### config.mk
export PLATFORM = sky130hd
export DESIGN_NAME = ws2811_strip_driver
export DESIGN_NICKNAME = d
export VERILOG_FILES = /design/src/rtl/ws2811_strip_driver.sv
export SDC_FILE = /design/constraint.sdc
export NUM_CORES = 1
export LEC_CHECK = 0
export BUFFER_PORTS_ARGS = -buffer_cell sky130_fd_sc_hd__buf_2
export CORE_MARGIN = 4
export CORE_UTILIZATION = 40
export CTS_BUF_LIST = sky130_fd_sc_hd__clkbuf_4
export CTS_CLUSTER_SIZE = 28
export DETAILED_ROUTE_END_ITERATION = 6
export PLACE_DENSITY_LB_ADDON = 0.15
export SLEW_MARGIN = 20
export SYNTH_ARGS = -nofsm -noshare
export SYNTH_HDL_FRONTEND = slang
export SYNTH_SLANG_ARGS = --single-unit
### constraint.sdc
create_clock -name clock -period 13.65 [get_ports clock]
set_input_delay 2.73 -clock clock [delete_from_list [all_inputs] [get_ports clock]]
set_output_delay 2.73 -clock clock [all_outputs]
set_load 0.01 [all_outputs]
### src/rtl/ws2811_strip_driver.sv
// ws2811_strip_driver
// Serialises a snapshot of a flat RGB frame onto a WS2811 data line with
// programmable bit timing and wire colour order, then holds the line low for
// the latch gap and pulses frame_done. Supports single-shot and auto-refresh.
//
// Optional feature: define WS2811_BRIGHTNESS_EN to add an 8-bit global
// brightness input. Each wire byte is then scaled by (brightness+1)/256.
//
// Timing reference: the start-accept edge moves IDLE->LOAD, the next edge
// moves LOAD->BIT, and serial is registered one cycle behind the bit counter,
// so the first rising edge on serial lands two edges after the accept edge.
// The GAP state runs one extra cycle to flush that pipeline stage, so the line
// shows exactly RESET_CYC low cycles after the last bit slot before frame_done.

module ws2811_strip_driver #(
  parameter int N_LEDS    = 11,
  parameter int T0H_CYC   = 20,
  parameter int T1H_CYC   = 40,
  parameter int BIT_CYC   = 63,
  parameter int RESET_CYC = 2500,
  parameter int CNT_W     = $clog2(N_LEDS + 1)
) (
  input  logic                  clock,
  input  logic                  reset,
  input  logic                  start,
  input  logic                  auto_refresh,
  input  logic [CNT_W-1:0]      led_count,
  input  logic                  color_order,
  input  logic [24*N_LEDS-1:0]  rgb_data,
`ifdef WS2811_BRIGHTNESS_EN
  input  logic [7:0]            brightness,
`endif
  output logic                  serial,
  output logic                  busy,
  output logic                  frame_done,
  output logic                  db_serial,
  output logic [1:0]            db_state
);

  // Counter widths: bit-cycle counter spans 0..BIT_CYC-1, gap counter spans
  // 0..RESET_CYC+1 (RESET_CYC low cycles, pipeline flush, frame_done cycle).
  localparam int BC_W = (BIT_CYC > 1) ? $clog2(BIT_CYC) : 1;
  localparam int GC_W = $clog2(RESET_CYC + 2);

  localparam logic [BC_W-1:0]  BIT_LAST = BC_W'(BIT_CYC - 1);
  localparam logic [BC_W-1:0]  T0H_V    = BC_W'(T0H_CYC);
  localparam logic [BC_W-1:0]  T1H_V    = BC_W'(T1H_CYC);
  localparam logic [GC_W-1:0]  GAP_LAST = GC_W'(RESET_CYC + 1);
  localparam logic [CNT_W-1:0] N_MAX    = CNT_W'(N_LEDS);

  typedef enum logic [1:0] {
    S_IDLE = 2'd0,
    S_LOAD = 2'd1,
    S_BIT  = 2'd2,
    S_GAP  = 2'd3
  } state_t;

  // Select pixel idx from the flat frame; out-of-range indices read as zero.
  function automatic logic [23:0] pick_pixel(input logic [24*N_LEDS-1:0] data,
                                             input logic [CNT_W-1:0]     idx);
    logic [23:0] w;
    w = 24'd0;
    for (int i = 0; i < N_LEDS; i++) begin
      if (idx == CNT_W'(i)) begin
        w = data[24*i +: 24];
      end
    end
    return w;
  endfunction

`ifdef WS2811_BRIGHTNESS_EN
  // c' = (c * (b + 1)) >> 8; b = 255 is identity, b = 0 maps 255 to 0.
  function automatic logic [7:0] scale_byte(input logic [7:0] c,
                                            input logic [7:0] b);
    logic [16:0] prod;
    prod = {9'd0, c} * ({9'd0, b} + 17'd1);
    return prod[15:8];
  endfunction

  // Apply the brightness scale to all three channels of an R,G,B pixel.
  function automatic logic [23:0] scale_pixel(input logic [23:0] px,
                                              input logic [7:0]  b);
    return {scale_byte(px[23:16], b), scale_byte(px[15:8], b), scale_byte(px[7:0], b)};
  endfunction
`endif

  // Control registers
  state_t           state_q, state_d;
  logic             busy_q, busy_d;
  logic             serial_q, serial_d;
  logic             fdone_q, fdone_d;
  logic [BC_W-1:0]  bcnt_q, bcnt_d;
  logic [4:0]       bit_q, bit_d;
  logic [CNT_W-1:0] pix_q, pix_d;
  logic [GC_W-1:0]  gcnt_q, gcnt_d;
  logic [23:0]      word_q, word_d;

  // Frame snapshot
  logic [24*N_LEDS-1:0] rgb_q;
  logic [CNT_W-1:0]     cnt_q;
  logic                 order_q;
`ifdef WS2811_BRIGHTNESS_EN
  logic [7:0]           brt_q;
`endif

  logic             snap_s;
  logic [CNT_W-1:0] n_s;
  logic [CNT_W-1:0] fetch_idx_s;
  logic [23:0]      raw_px_s;
  logic [23:0]      px_s;
  logic [23:0]      fetch_word_s;
  logic             cur_bit_s;

  // Effective pixel count, clamped to the chain length.
  assign n_s = (cnt_q > N_MAX) ? N_MAX : cnt_q;

  // LOAD fetches pixel 0; inside BIT the next pixel is prefetched.
  assign fetch_idx_s = (state_q == S_BIT) ? (pix_q + CNT_W'(1)) : {CNT_W{1'b0}};
  assign raw_px_s    = pick_pixel(rgb_q, fetch_idx_s);

`ifdef WS2811_BRIGHTNESS_EN
  assign px_s = scale_pixel(raw_px_s, brt_q);
`else
  assign px_s = raw_px_s;
`endif

  // Wire order: R,G,B when color_order=1, otherwise G,R,B.
  assign fetch_word_s = order_q ? px_s : {px_s[15:8], px_s[23:16], px_s[7:0]};
  assign cur_bit_s    = word_q[bit_q];

  // Next-state, counter and output decode for the frame sequencer.
  always_comb begin
    state_d  = state_q;
    busy_d   = busy_q;
    bcnt_d   = bcnt_q;
    bit_d    = bit_q;
    pix_d    = pix_q;
    gcnt_d   = gcnt_q;
    word_d   = word_q;
    snap_s   = 1'b0;
    serial_d = 1'b0;
    fdone_d  = 1'b0;

    case (state_q)
      S_IDLE: begin
        if (start) begin
          snap_s  = 1'b1;
          busy_d  = 1'b1;
          state_d = S_LOAD;
        end else begin
          busy_d  = 1'b0;
        end
      end

      S_LOAD: begin
        bcnt_d = {BC_W{1'b0}};
        bit_d  = 5'd23;
        pix_d  = {CNT_W{1'b0}};
        gcnt_d = {GC_W{1'b0}};
        word_d = fetch_word_s;
        if (n_s == {CNT_W{1'b0}}) begin
          state_d = S_GAP;
        end else begin
          state_d = S_BIT;
        end
      end

      S_BIT: begin
        serial_d = (bcnt_q < (cur_bit_s ? T1H_V : T0H_V));
        if (bcnt_q == BIT_LAST) begin
          bcnt_d = {BC_W{1'b0}};
          if (bit_q == 5'd0) begin
            bit_d = 5'd23;
            if (pix_q == (n_s - CNT_W'(1))) begin
              gcnt_d  = {GC_W{1'b0}};
              state_d = S_GAP;
            end else begin
              pix_d  = pix_q + CNT_W'(1);
              word_d = fetch_word_s;
            end
          end else begin
            bit_d = bit_q - 5'd1;
          end
        end else begin
          bcnt_d = bcnt_q + BC_W'(1);
        end
      end

      S_GAP: begin
        if (gcnt_q == GAP_LAST) begin
          if (auto_refresh) begin
            snap_s  = 1'b1;
            state_d = S_LOAD;
          end else begin
            busy_d  = 1'b0;
            state_d = S_IDLE;
          end
        end else begin
          gcnt_d = gcnt_q + GC_W'(1);
        end
      end

      default: begin
        busy_d  = 1'b0;
        state_d = S_IDLE;
      end
    endcase

    if ((state_d == S_GAP) && (gcnt_d == GAP_LAST)) begin
      fdone_d = 1'b1;
    end else begin
      fdone_d = 1'b0;
    end
  end

  // Sequencer state, counters, current wire word and registered outputs.
  always_ff @(posedge clock or posedge reset) begin
    if (reset) begin
      state_q  <= S_IDLE;
      busy_q   <= 1'b0;
      serial_q <= 1'b0;
      fdone_q  <= 1'b0;
      bcnt_q   <= {BC_W{1'b0}};
      bit_q    <= 5'd0;
      pix_q    <= {CNT_W{1'b0}};
      gcnt_q   <= {GC_W{1'b0}};
      word_q   <= 24'd0;
    end else begin
      state_q  <= state_d;
      busy_q   <= busy_d;
      serial_q <= serial_d;
      fdone_q  <= fdone_d;
      bcnt_q   <= bcnt_d;
      bit_q    <= bit_d;
      pix_q    <= pix_d;
      gcnt_q   <= gcnt_d;
      word_q   <= word_d;
    end
  end

  // Frame snapshot, captured on start accept and on each auto-refresh reload.
  always_ff @(posedge clock or posedge reset) begin
    if (reset) begin
      rgb_q   <= {(24*N_LEDS){1'b0}};
      cnt_q   <= {CNT_W{1'b0}};
      order_q <= 1'b0;
`ifdef WS2811_BRIGHTNESS_EN
      brt_q   <= 8'd0;
`endif
    end else if (snap_s) begin
      rgb_q   <= rgb_data;
      cnt_q   <= led_count;
      order_q <= color_order;
`ifdef WS2811_BRIGHTNESS_EN
      brt_q   <= brightness;
`endif
    end
  end

  assign serial     = serial_q;
  assign db_serial  = serial_q;
  assign busy       = busy_q;
  assign frame_done = fdone_q;
  assign db_state   = state_q;

endmodule

Word-level counts from Yosys, hierarchy flattened

Index checks and enable logic that the tools add are counted.

Word-level logic and storage cells: 105
Input port bits: 273
Output and inout bits: 6
Register bits: 325

Equality and inequality tests: 23
$lt $le $gt $ge: 3
$add $sub $neg: 5
Reductions and logical operators: 10
Mux-type cells: 52

Operator list:

| kind                                                                         | count |
|---|---|
| 24-bit 2-to-1 mux                                                            | 15 |
| 12-bit 2-to-1 mux                                                            | 4 |
| 24-bit one-hot mux with 2 select lines                                       | 1 |
| 12-bit one-hot mux with 3 select lines                                       | 1 |
| 12-bit == test, second input constant                                        | 2 |
| 4-bit 2-to-1 mux                                                             | 5 |
| 4-bit by 3-bit == test with 1-bit output, second input constant              | 4 |
| 12-bit by 1-bit adder with 12-bit output, second input constant              | 1 |
| 4-bit == test, second input constant                                         | 3 |
| 6-bit 2-to-1 mux                                                             | 2 |
| 6-bit one-hot mux with 2 select lines                                        | 1 |
| 1-bit 2-to-1 mux                                                             | 10 |
| 2-bit 2-to-1 mux                                                             | 5 |
| 5-bit 2-to-1 mux                                                             | 2 |
| 5-bit one-hot mux with 2 select lines                                        | 1 |
| 4-bit by 2-bit == test with 1-bit output, second input constant              | 2 |
| 4-bit zero test                                                              | 2 |
| 2-bit one-hot mux with 4 select lines                                        | 1 |
| 4-bit one-hot mux with 2 select lines                                        | 1 |
| 6-bit by 1-bit adder with 6-bit output, second input constant                | 1 |
| 2-bit == test, second input constant                                         | 3 |
| 6-bit == test, second input constant                                         | 1 |
| 5-bit by 6-bit less-than comparator with 1-bit output, second input constant | 1 |
| 6-bit less-than comparator                                                   | 1 |
| other kinds (18)                                                             | 23 |

Logic depth before layout (Yosys ltp)

Gate-level depths: netlist of the first run.

Word-level depth: 19
Depth in mapped cells: 13
Depth with buffers taken out: 9

Worst setup path after synthesis of the first run

OpenSTA, ideal clock, no wires.

Path type: input to register
From: input auto_refresh
To: register rgb_q[32]
Library setup time: 125 ps
Buffers on the path: 3
Slack: 9675 ps
Data arrival time: 3850 ps
Cell stages on the path: 8
Required time: 13525 ps
Path through: nand2_1 nor2_1 a21oi_1 nor2_1 buf_2 buf_4 buf_2 mux2_2

Cells in the longest elaborated chain, start to end: 3

Ends and longest elaborated chain:

| what                                  | RTL line | text |
|---|---|---|
| from (decl)                           | 26       | `input logic auto_refresh,` |
| 1-bit 2-to-1 mux                      | 191      | `if (auto_refresh) begin` |
| 1-bit 2-to-1 mux                      | 190      | `if (gcnt_q == GAP_LAST) begin` |
| 1-bit one-hot mux with 2 select lines | 144      | `case (state_q)` |
| to (signal assigned)                  | 244      | `rgb_q <= {(24*N_LEDS){1'b0}};` |
| to (signal assigned)                  | 251      | `rgb_q <= rgb_data;` |
| to (decl)                             | 99       | `logic [24*N_LEDS-1:0] rgb_q;` |

Every way passes these cells.
A chain may end at the register's enable or synchronous reset.

Worst setup path in the final report of the first run

From: input auto_refresh
To: register rgb_q[72]

Same word-level chain as after synthesis.

==> results of run 1 <==
[state kept, by name (all words and copies together) (netlist names)]
signal	cells
word_q	24
rgb_q	264
bcnt_q	6
gcnt_q	12
db_state	2
bit_q	5
busy	1
cnt_q	4
frame_done	1
pix_q	4
db_serial	1
order_q	1
[kinds of logic (layout without fill, tap and decap cells)]
family                   after synthesis  after routing  synth area share, %
AO/OA/AOI/OAI                        316            316                 14.7
buffers and inverters                104            457                 3.33
adder cells (fa/ha/maj)               14             14                 1.12
other                                  0              8                    0
AND/OR/NAND/NOR                      205            205                 7.09
multiplexers                         296            296                 21.6
flip-flops                           325            325                 51.8
XOR/XNOR                               7              7                0.391
[cells in the final DEF (no fill, tap or decap), types with 5 or more instances in the layout]
master     Yosys  layout
nand2_1       60      60
a21o_1         6       6
a221oi_1      18      18
dfrtp_1      325     324
a2bb2oi_1      9       9
inv_1         16      15
buf_4         13      16
mux4_2         6       6
clkbuf_4       0     124
nor2b_1        5       5
o2bb2ai_1      5       5
nand4_1        7       7
a221o_1        7       7
o22a_1        11      11
a31oi_1        9       9
mux2i_1       13      13
buf_2         48     278
ha_1          14      14
nor3_1        11      11
mux2_2       276     276
and2_1         5       5
diode_2        0       8
o21ai_0       54      54
and3_1         7       7
a222oi_1       7       7
a22oi_1       17      17
o22ai_1       34      34
o211ai_1       7       7
clkinv_1       1      14
o221ai_1       6       6
a211oi_1       6       6
nand2b_1       9       9
a22o_1        15      15
nand3_1       16      16
a21oi_1       47      46
xnor2_1        5       5
nor2_1        39      37
[worst max-delay path: cells and delay by family]
| kind | cells | cell delay, ns |
|---|---|---|
| mux | 1 | 0.41 |
| buf+inv | 3 | 1.43 |
| simple gates | 3 | 0.29 |
| compound gates | 1 | 0.08 |
[path summary, 6_finish.rpt]
path / endpoint / slack, ns
min: word_q[7] / 0.48
max: rgb_q[72] / 9.12
min reg2reg: word_q[7] / 0.48
min in group asynchronous: cnt_q[1] / 2.08
max in group asynchronous: word_q[9] / 9.41
max reg2reg: word_q[5] / 9.17
[where the power goes]
part	switching, mW	internal (mW)
sequential	0	0.964
combinational	0.0373	0.0285
clock	0.414	0.452
total	0.451	1.44
[cell type report]
class	count	area, sq um
antenna	8	20.0
clock buffer	124	931
sequential	325	8130
inverter	17	76.3
tap	518	648
multi-input combinational	838	7060
clock inverter	21	144
timing repair buffer	295	1530
fill	3672	20200
[layer usage]
metal,up-vias,global-route usage (%)
met5,-,0
met1,6116,29.8
li1,5465,-
met3,113,7.53
met2,383,36.3
met4,26,6.63
[per-stage QoR]
step | worst slack, ns | cells | util [%] | hold WS, ns | power (mW)
after floorplan | 1.92 | 1267 | - | 0.444 | 0.996
after global placement | 8.31 | 1993 | 45.0 | 0.462 | 1.05
after detailed placement | 8.31 | 1993 | 45.0 | 0.468 | 1.05
after CTS | 9.15 | 2138 | 47.8 | 0.481 | 1.93
after global routing | 8.92 | 2145 | 47.9 | 0.510 | 1.98
final | 9.12 | 2146 | 47.9 | 0.475 | 1.90
==> out/results.ini, run 1 <==
[timing]
final-hold-violation-count = 0
post-route-period-util_pct = 33.2
setup_tns_ns = 0
relSlewSlack_pct = 32.5
setup_viol = 0
fin_crit_ns = 4.54
rsz0062_at_grt = no
fin_skew_ns = 0.0541
fmax_mhz = 221
tightest_slew_ns = 1.01
finalMaxSlewViolations = 0

[yosys]
synth_area_leaders = dfrtp_1, mux2_2, o21ai_0
yosysTopAreaCellShare_pct = 51.8
yosys_register_bits = 325
synthArstFlopShare_pct = 100
synth_edf_count = 0
synth_most_common_cell = dfrtp_1
synthCells = 1267
yosys-top-cells-count = dfrtp_1, mux2_2, nand2_1
synth_ff_type = dfrtp_1
synth_cell_type_count = 97
ys_seq_area_share_pct = 51.8
yosys_warnings = 0
syn_nets = 1554
yosysTopAreaCell = dfrtp_1
syn_area_sq_um = 15700
syn_avg_cell_area_sq_um = 12.4

[critical_path]
startpoint = auto_refresh
critPathKind = in2reg
worst_setup_path_end_kind = register
slowest_stage = buf_4
required_ns = 14.29
arrival_ns = 5.18
crit_chain = buf_2, nand2_1, nor2_1, a21oi_1, nor2_4, buf_4, buf_12, mux2_2
cp-start-kind = primary input
r2r_start = db_state[0]
rr_worst_depth = 11
crit_path_max_fanout = 158
max_stage_delay_ns = 0.71

[global_route]
grt_pass1_vias = 12300
grt_overflow_total = 0
grt_first_pass_wirelength_mm = 73.1
antenna_found_initial = 23
grt_max_degree = 159
grt_usage_pct = 22.8

[worst_hold_path]
hold_path.class = reg2reg
holdCritStartpoint = word_q[7]
hold_depth = 2

[pwr]
ir_drop_mv = 0.0702
p_leak_nw = 9.02
pwr_density_cell_nw_per_um2 = 102

[floorplanning]
die_y_um = 206
fp.coreArea_sq_um = 38700
start_util_pct = 40.5
boundaryPins = 279
fp.dieArea_sq_um = 42500
die_w_um = 206
core.rowCount = 72

[drt]
wirelength_mm = 49.2
vias = 12100
final_antenna_net_count = 0
routed-wl-met3_mm = 3.75
wl_per_cell_um = 22.9
drt-met1-wl_mm = 20.6
drtIter0Drc = 722
drc_errors = 2
via_per_inst = 5.64
wl_met2_mm = 23.4
first_pass_iters = 7
top_layer_used = met5

[place]
port_buffers = 278
placed_area_sq_um = 17400
routabilityCongestion = 0.843
dp_hpwl_mm = 34.6

[cts]
cts_root_buf = clkbuf_4
htree_levels = 3
cts_resized = 0
clk_pin_slew_ns = 0.06
cts_max_path_buffers = 3
postCtsHoldBufs = 0
cts_sinks = 325
insertion_delay_ns = 0.79
cts_tree = done
cts_made_buffers = 93
post_cts.repair.setup_buffers = 0

[final_layout]
design_area_sq_um = 18500
finalNetCount = 1857
areaGrowthSynthToFinish_pct = 18.2
drive_above_1_share_pct = 46.1

[run]
max_cap_viol_count = 0

[outcome]
outcome = complete, but fails checks
violations = DRC

No activity file was read; power rests on OpenSTA's default activity.
==> inputs of run 2 (changes only) <==
clock period = 4.15 ns   (was 13.65 ns; I/O delays follow)
==> out/results.ini, run 2 (synthesized netlist as in run 1, its figures left out) <==
[global_route]
grt_pass1_vias = 12700
grt_usage_pct = 24.0
grt_max_degree = 81
antenna_found_initial = 2
grt_overflow_total = 0
grt_first_pass_wirelength_mm = 76.7

[cts]
htree_levels = 3
cts_tree = done
cts_max_path_buffers = 3
cts_sinks = 325
insertion_delay_ns = 0.78
cts_resized = 0
post_cts.repair.setup_buffers = 0
cts_root_buf = clkbuf_4
clk_pin_slew_ns = 0.07
cts_made_buffers = 88
postCtsHoldBufs = 0

[final_layout]
reg.largest.list = rgb_q x264, word_q x24, gcnt_q x12
post-route-util_pct = 48.6
final_common_cell = dfrtp_1
top_register = rgb_q
largest_reg_flops = 264
fin_cells = 2164
areaGrowthSynthToFinish_pct = 19.9
mostFrequentLayoutCells = dfrtp_1, buf_2, mux2_2
num-fill-cells = 3663
finalNetCount = 1869
seqCellArea_sq_um = 8130
multi_input_area_sq_um = 7060
drive_above_1_share_pct = 47.2

[critical_path]
cp-start-kind = register
arrival_ns = 3.98
slowest_stage = nor2_2
crit_chain = ha_1, or3b_1, o31a_2, nor2_2, a222oi_1, o211a_1, or4_1, o211ai_1
critPathKind = reg2reg
max_stage_delay_ns = 0.61
startpoint = pix_q[1]
r2r_start = pix_q[1]
crit_path_max_fanout = 14
required_ns = 4.81
worst_setup_path_end_kind = register

[drt]
wirelength_mm = 51.3
drt-met1-wl_mm = 21.9
via_per_inst = 5.63
top_layer_used = met4
wl_met2_mm = 24.6
first_pass_iters = 7
vias = 12200
routed-wl-met3_mm = 3.28
final_antenna_net_count = 0
drc_errors = 6
drtIter0Drc = 971
wl_per_cell_um = 23.7

[timing]
fin_crit_ns = 3.31
rsz0062_at_grt = no
fin_ws_ns = 0.838
relSlewSlack_pct = 43.8
tightest_slew_ns = 0.842
final-hold-violation-count = 0
fin_skew_ns = 0.0380
setup_viol = 0
worst_hold_slack_ns = 0.192
finalMaxSlewViolations = 0
post-route-period-util_pct = 79.8
fmax_mhz = 302

[outcome]
violations = DRC
outcome = complete, but fails checks

[floorplanning]
die_y_um = 206
core.rowCount = 72
boundaryPins = 279
die_w_um = 206
fp.dieArea_sq_um = 42500
start_util_pct = 40.5
fp.coreArea_sq_um = 38700

[place]
port_buffers = 278
pre_cts_ws_ns = 0.872
dp_hpwl_mm = 38.1
routabilityCongestion = 0.895
place_inst = 2010

[pwr]
p_int_mw = 4.89
ir_drop_mv = 0.177
swShare_pct = 23.3
p_leak_nw = 9.18
pwr-share-comb_pct = 3.7
finalPower_mw = 6.37
seqPwrFrac_pct = 49.7
pwr_density_cell_nw_per_um2 = 339
clock_power_share_pct = 46.6
p_sw_mw = 1.48

[run]
max_cap_viol_count = 0

[worst_hold_path]
hold_path.class = in2async

==> run 2: cell count changes in the layout (fill, tap and decap cells not counted), sizes merged <==
cell    previous run  this run
buf              295       312
clkbuf           124       137
clkinv            18        13
diode              8         1
==> run 2: layout make-up <==
class                      count  area share, %
antenna                        1         0.0133
clock buffer                 137           5.47
clock inverter                16          0.692
inverter                      17          0.359
multi-input combinational    838           37.5
sequential                   325           43.2
tap                          518           3.44
timing repair buffer         312           9.28
==> run 2: metrics by stage <==
stage	setup TNS [ns]	cell area [sq um]
finish	0	18800
global route	0	18800
CTS	0	18800
detailed placement	0	17700
global placement	0	17600
floorplan	-330.44	15700
==> run 2: final timing paths <==
| check | end | slack (ns) | depth (start not counted) |
|---|---|---|---|
| setup reg to reg | word_q[22] | 0.84 | 8 |
| hold / removal | rgb_q[108] | 0.19 | 2 |
| max in group asynchronous | rgb_q[229] | 3.01 | 3 |
| min in group clock | rgb_q[82] | 0.28 | 2 |
| setup / recovery | word_q[22] | 0.84 | 8 |
| hold reg to reg | word_q[13] | 0.50 | 1 |
==> run 2: per-layer routing <==
metal  vias up  global-route usage, %
met5         -                      0
met4         0                   8.32
met3        98                   5.63
met2       443                   38.1
met1      6145                   32.4
li1       5505                      -
==> run 2: power by group through the flow <==
stage | clock network [mW] | registers, mW | logic [mW]
floorplan | 0 | 3.23 | 0.0486
global placement | 0 | 3.23 | 0.243
detailed placement | 0 | 3.23 | 0.241
CTS | 3.08 | 3.17 | 0.242
global route | 3.24 | 3.16 | 0.258
finish | 2.97 | 3.17 | 0.233
==> run 2: worst max-delay path: cells and delay by family (launching register included) <==
kind / cells / cell delay [ns]
DFF: 1 / 0.54
AOI/OAI and AO/OA: 4 / 0.72
adders and majority gates: 1 / 0.41
and+or+nand+nor: 3 / 1.53
